[src/rtl/cache_arbiter.sv]
// Shares one memory port between I-cache and D-cache line traffic, one transaction at a time.
// Tie-break is fixed D-priority by default; defining CACHE_ARB_RR_EN selects round-robin.
module cache_arbiter #(
   parameter int s_line = 256,
   parameter int s_addr = 32
) (
   input  logic              clk,
   input  logic              rst,
   input  logic              i_read,
   input  logic              i_write,
   input  logic [s_addr-1:0] i_address,
   input  logic [s_line-1:0] i_wdata,
   output logic [s_line-1:0] i_rdata,
   output logic              i_resp,
   input  logic              d_read,
   input  logic              d_write,
   input  logic [s_addr-1:0] d_address,
   input  logic [s_line-1:0] d_wdata,
   output logic [s_line-1:0] d_rdata,
   output logic              d_resp,
   output logic              mem_read,
   output logic              mem_write,
   output logic [s_addr-1:0] mem_address,
   output logic [s_line-1:0] mem_wdata,
   input  logic [s_line-1:0] mem_rdata,
   input  logic              mem_resp,
   output logic              err
);

   typedef enum logic [1:0] {IDLE, SERVE_I, SERVE_D, DONE} state_t;

   state_t            state_q, state_d;
   logic              gnt_d_q, gnt_d_d;
   logic              op_wr_q, op_wr_d;
   logic [s_addr-1:0] addr_q, addr_d;
   logic [s_line-1:0] wdata_q, wdata_d;
   logic [s_line-1:0] i_rdata_q, i_rdata_d;
   logic [s_line-1:0] d_rdata_q, d_rdata_d;
   logic              err_q, err_d;
`ifdef CACHE_ARB_RR_EN
   logic              last_d_q, last_d_d;
`endif

   logic i_req, d_req, pick_d, serving, op_held;

   always_ff @(posedge clk or posedge rst) begin
      if (rst) begin
         state_q   <= IDLE;
         gnt_d_q   <= 1'b0;
         op_wr_q   <= 1'b0;
         addr_q    <= '0;
         wdata_q   <= '0;
         i_rdata_q <= '0;
         d_rdata_q <= '0;
         err_q     <= 1'b0;
`ifdef CACHE_ARB_RR_EN
         last_d_q  <= 1'b0;
`endif
      end else begin
         state_q   <= state_d;
         gnt_d_q   <= gnt_d_d;
         op_wr_q   <= op_wr_d;
         addr_q    <= addr_d;
         wdata_q   <= wdata_d;
         i_rdata_q <= i_rdata_d;
         d_rdata_q <= d_rdata_d;
         err_q     <= err_d;
`ifdef CACHE_ARB_RR_EN
         last_d_q  <= last_d_d;
`endif
      end
   end

   always_comb begin
      state_d   = state_q;
      gnt_d_d   = gnt_d_q;
      op_wr_d   = op_wr_q;
      addr_d    = addr_q;
      wdata_d   = wdata_q;
      i_rdata_d = i_rdata_q;
      d_rdata_d = d_rdata_q;
      err_d     = err_q;
`ifdef CACHE_ARB_RR_EN
      last_d_d  = last_d_q;
`endif

      i_req = i_read | i_write;
      d_req = d_read | d_write;
`ifdef CACHE_ARB_RR_EN
      // On a tie the side that did not win last time takes the grant.
      pick_d = d_req & (~i_req | ~last_d_q);
`else
      pick_d = d_req;
`endif
      // The strobe matching the captured op must stay up for the whole service.
      op_held = (state_q == SERVE_D) ? (op_wr_q ? d_write : d_read)
                                     : (op_wr_q ? i_write : i_read);

      case (state_q)
         IDLE: begin
            if (mem_resp) err_d = 1'b1;
            if (i_req | d_req) begin
               gnt_d_d = pick_d;
`ifdef CACHE_ARB_RR_EN
               last_d_d = pick_d;
`endif
               if (pick_d) begin
                  state_d = SERVE_D;
                  addr_d  = d_address;
                  wdata_d = d_wdata;
                  op_wr_d = d_write;
                  if (d_read & d_write) err_d = 1'b1;
               end else begin
                  state_d = SERVE_I;
                  addr_d  = i_address;
                  wdata_d = i_wdata;
                  op_wr_d = i_write;
                  if (i_read & i_write) err_d = 1'b1;
               end
            end
         end
         SERVE_I, SERVE_D: begin
            if (!op_held) err_d = 1'b1;
            if (mem_resp) begin
               state_d = DONE;
               if (state_q == SERVE_D) d_rdata_d = mem_rdata;
               else                    i_rdata_d = mem_rdata;
            end
         end
         DONE: begin
            if (mem_resp) err_d = 1'b1;
            state_d = IDLE;
         end
         default: state_d = IDLE;
      endcase
   end

   assign serving     = (state_q == SERVE_I) || (state_q == SERVE_D);
   assign mem_read    = serving & ~op_wr_q;
   assign mem_write   = serving & op_wr_q;
   assign mem_address = addr_q;
   assign mem_wdata   = wdata_q;
   assign i_resp      = (state_q == DONE) & ~gnt_d_q;
   assign d_resp      = (state_q == DONE) & gnt_d_q;
   assign i_rdata     = i_rdata_q;
   assign d_rdata     = d_rdata_q;
   assign err         = err_q;

endmodule

[config.mk]
export PLATFORM = sky130hd
export DESIGN_NAME = cache_arbiter
export DESIGN_NICKNAME = d
export VERILOG_FILES = /design/src/rtl/cache_arbiter.sv
export SDC_FILE = /design/constraint.sdc
export NUM_CORES = 2
export LEC_CHECK = 0
export CORE_AREA = 2 2 638 640
export DETAILED_ROUTE_END_ITERATION = 10
export DIE_AREA = 0 0 640 642
export PLACE_DENSITY_LB_ADDON = 0.1
export SLEW_MARGIN = 10
export SYNTH_ARGS = -nofsm -noshare
export SYNTH_HDL_FRONTEND = slang
export SYNTH_SLANG_ARGS = --single-unit
[constraint.sdc]
create_clock -name clk -period 40.1 [get_ports clk]
set_input_delay 12.03 -clock clk [delete_from_list [all_inputs] [get_ports clk]]
set_output_delay 12.03 -clock clk [all_outputs]
set_load 0.03 [all_outputs]
; ---- Word-level counts from Yosys, hierarchy flattened
; Index checks and enable logic that the tools add are counted.
[word_totals]
output_inout_bits = 805
in_bits = 839
ramBits = 0
rom_bits = 0
wordCells = 50
reg_bits = 805
latch_bits = 0
mem_count = 0
[op_classes]
shift = 0
multipliers = 0
magnitude_cmp = 0
n_reduce_logical = 7
eq_ne = 6
n_bitwise = 12
add_sub_neg = 0
muxes = 17
n_div = 0
[op_table]
columns = op, count
row1 = $mux W256, 1
row2 = $mux W32, 1
row3 = $mux W1, 10
row4 = $and A1 B1 Y1, 6
row5 = $mux W2, 3
row6 = $ne A2 B2 Y1 const B, 3
row7 = $pmux W2 S3, 1
row8 = $reduce_and A3 Y1, 2
row9 = $eq A2 B2 Y1 const B, 2
row10 = $reduce_and A2 Y1, 2
row11 = $not A1 Y1, 3
row12 = $or A1 B1 Y1, 3
row13 = $pmux W1 S3, 1
row14 = $eq A2 B1 Y1 const B, 1
row15 = $logic_not A2 Y1, 1
row16 = $reduce_or A2 Y1, 1
row17 = $logic_or A1 B1 Y1, 1

; ---- Logic depth before layout (Yosys ltp)
[logic_depth]
ltp_word = 5
ltp_mapped = 9
mapped_depth_nobuf = 6

; ---- Least setup slack after synthesis
; No wires, ideal clock.
[synth_timing]
path_type = reg-to-output
start = register state_q[1]
end = output port mem_read
n_path_buf = 0
required_time_ps = 28070
slack_ps = 26801
path_stages_with_launch = 5
t_arrival_ps = 1269
cell_sequence = dfrtp_1 -> inv_1 -> ha_1 -> inv_2 -> nor2_1
[synth_between]
elab_chain_cells = 3
word_cells_on_any_way = 4
cone_classes = eq/ne: 2 / bitwise: 1 / reduce/logical: 1
[synth_rtl]
columns = element, line
row1 = "start, declared", 32  ; state_t state_q, state_d;
row2 = "start signal, assigned", 60  ; state_q <= state_d;
row3 = $eq A2 B1 Y1 or $eq A2 B2 Y1 (tied branches), 138  ; assign serving = (state_q == SERVE_I) || (state_q == SERVE_D);
row4 = $logic_or A1 B1 Y1 *, 138
row5 = $and A1 B1 Y1 *, 139  ; assign mem_read = serving & ~op_wr_q;
row6 = "end, declared", 21  ; output logic mem_read,
; Mark *: on every way between the ends. The rest lies on a longest branch, timed or not.

; ---- Final worst setup path
[layout_timing]
start = input port mem_resp
end = register i_rdata_q[93], in the netlist i_rdata[93]
[layout_between]
elab_chain_cells = 1
[layout_rtl]
columns = element, line
row1 = "start, declared", 26  ; input logic mem_resp,
row2 = $reduce_and A3 Y1 (no source line), -
row3 = "end signal, assigned", 65  ; i_rdata_q <= i_rdata_d;
row4 = "end, declared", 37  ; logic [s_line-1:0] i_rdata_q, i_rdata_d;
; Every way passes these cells.
; A chain may end at the register's enable or synchronous reset.

==> results.md <==
* Hold Crit Depth at 2
* Synth Area in XOR/XNOR at 0%
* Post-synthesis mux area share at 28.4%
* DP Worst Slack at 23.15 ns
* Reg2reg path depth at 8
* Worst setup margin at 24.39 ns
* Largest net degree at the start of global routing at 225
* Post-route DRC at 0
* MaxCap Viol Count at 0
* Most frequent cell after synthesis: dfrtp_1
* WP data arrival at 16.44 ns
* Relative slew slack at 29.2%
* Clock Latency Late Sink at 0.88 ns
* Port Buffer Count at 1643
* Global placer's final weighted congestion at 0.796
* Adder-cell share of the synthesized area at 0.148%
* Area growth from synthesis to layout at 78.5%
* Post-Syn Area at 33700 µm²
* Die Span Y at 642 µm
* Compound-cell area share of the yosys netlist at 4.61%
* Post-Route WL at 238000 µm
* Final Cycle Share at 39.2%
* Post-route ant nets at 0
* Setup Buffers After CTS at 0
* Layout cells sized above 1 at 18.3%
* Cell repeated most along the worst path: buf_4
* Nets at 4867
* Fmax at 63.6 MHz
* Buffer type at the clock tree root: clkbuf_16
* Worst-margin pin slew at 1.06 ns
* Worst Hold Class: reg2reg
* Kind of critical path: in2reg
* Lkg Pwr at 24.0 nW
* WL per Instance at 24.9 µm
* Post-synth top area share at 59.7%
* Main combinational cell family by area after synthesis: multiplexers
* Die area at 411000 µm²
* CP required at 40.83 ns
* Design area at 60200 µm²
* Core Area at 404000 µm²
* Global-route wire length before repair at 303000 µm
* R2R Path Start: state_q[1]$_DFFE_PP0P_
* Post-Synth Simple-Gate Area at 3.40%
* CP startpoint kind: input port
* Die width at 640 µm
* GRT Residual Overflow at 0
* Clk slew on worst S/H paths at 0.06 ns
* HPWL after detailed placement at 196000 µm
* Final hold violation count at 0
* Slowest cell on crit path: buf_4
* Min Tclk post-route at 15.71 ns
* Cts bufs inserted at 122
* Max-slew violations at 0
* Dpl cell area at 56100 µm²
* Worst hold start: mem_wdata[195]$_DFFE_PP0P_
* Top cells by count, synth: dfrtp_1, nand2_1, mux2i_1
* Biggest cell delay along the critical path at 0.90 ns
* Vias in the first global route at 27200
* Clk sinks at 805
* Maximum vdd drop at 0.0000551 V
* GRT Overall Usage at 11.2%
* Vias per cell at 2.68
* Flops & latches, synth at 805
* Hold Path End: mem_wdata[195]$_DFFE_PP0P_
* Post-synthesis cell type count at 32
* Post-cts sizing count at 0
* Setup TNS at 0 ns
* Total number of vias at 25600
* Starting Density at 8.34%
* Area leader, netlist: dfrtp_1
* Antenna violations before repair at 100
* Endpoints failing setup at 0
* Clock skew at 0.0626 ns
* CTS tree: yes
* Longest Clk Path Bufs at 4
* Crit end category: flop
* R2r setup slk at 35.51 ns
* Status: complete, no violations
* Synth area leaders: dfrtp_1, mux2_4, mux2_2, mux2i_1, o21ai_0
* Cell Chain, Critical Path: clkdlybuf4s50_1 > inv_1 > or3_4 > buf_4 > buf_4 > buf_4 > mux2_2
* YS warnings at 0
* Pwr dens at 93.7 nW/µm²
* Post-synth top flop: dfrtp_1
* H-tree depth at 3
* Cells after Synth at 2376
* RR Endpoint: i_rdata[93]$_DFFE_PP0P_
* Critical Path Fanout Max at 48
* Post-Syn Area per Cell at 14.2 µm²
* Io pins at 1644
* Row Count at 234
* RSZ-0062 raised after global routing: no
* Initial drt markers at 939
* Initial DRT Pass Iterations at 5
* Post-synth ARST share at 100%
* Hold Buf Count CTS at 0
* Synthesized Nets at 3219
* Sequential fraction of the synthesis area at 59.7%
* EDFF count, synth at 0
## worst max-delay path by stage
stage | from | depth (start not counted) | slack [ns] | end
finish | mem_resp | 7 | 24.39 | i_rdata[93]$_DFFE_PP0P_
global route | rst | 7 | 23.87 | mem_wdata[178]$_DFFE_PP0P_
CTS | mem_resp | 7 | 24.15 | i_rdata[93]$_DFFE_PP0P_
detailed placement | mem_resp | 7 | 23.15 | i_rdata[93]$_DFFE_PP0P_
global placement | mem_resp | 7 | 23.11 | i_rdata[93]$_DFFE_PP0P_
floorplan | rst | 1 | 5.46 | d_rdata[0]$_DFFE_PP0P_
## routing by layer
metal | up-vias | global-route usage [%] | wire length, µm
met4 | 30 | 2.01 | 4790
met3 | 333 | 3.89 | 19400
met5 | - | 0 | 194
met2 | 1156 | 21.7 | 129000
met1 | 12400 | 11.5 | 84200
li1 | 11700 | - | -
## sequential cells by signal (all words and copies together), names as in the netlist
register	cells
gnt_d_q	1
mem_wdata	256
mem_address	32
d_rdata	256
op_wr_q	1
state_q	2
i_rdata	256
err	1
## logic make-up after synthesis
| group | after synthesis |
|---|---|
| AOI/OAI and AO/OA | 304 |
| adders and majority gates | 4 |
| buffers and inverters | 160 |
| DFF | 805 |
| muxes | 803 |
| and+or+nand+nor | 300 |
## power breakdown
part	switching, mW	internal [mW]	total (mW)
combinational	1.79	1.24	3.03
clock	0.454	0.667	1.12
sequential	0.255	1.23	1.49
## metrics by stage
step           hold WS [ns]  utilization, %  power (mW)  std cells
4_1_cts               0.482            14.9        5.83       9550
2_1_floorplan         0.465               -        3.11       2376
3_3_place_gp          0.462            13.9        4.64       9328
3_5_place_dp          0.469            13.9        4.64       9328
5_1_grt               0.504            14.9        5.97       9552
6_report              0.476            14.9        5.64       9560
## placed cells by master (no fill, tap or decap), drive strengths merged, types with 2 or more instances in the layout
cell type and n:
buf 34, clkinv 26, a21oi 5, bufinv 6
o21ai 291, o22a 2, ha 4, nor2 2
clkbuf 182, clkinvlp 5, nand2 290, mux2 514
diode 10, and2 2, inv 10, mux2i 289
a31oi 2, clkdlybuf4s50 1643, dfrtp 805
## area by class of cell
class	count	area (µm²)
Antenna cell	10	25.0
Clock buffer	182	3670
Clock inverter	40	437
Fill cell	45100	344000
Inverter	7	33.8
Multi-Input combinational cell	1411	12400
Sequential cell	805	20100
Tap cell	5428	6790
Timing Repair Buffer	1677	16800
## worst max-delay path, delay by kind of cell
kind / cells / cell delay (ns)
buffers and inverters: 5 / 3.27
AND/OR/NAND/NOR: 1 / 0.55
multiplexers: 1 / 0.41
Note: power is estimated with default switching activity, not from simulation.
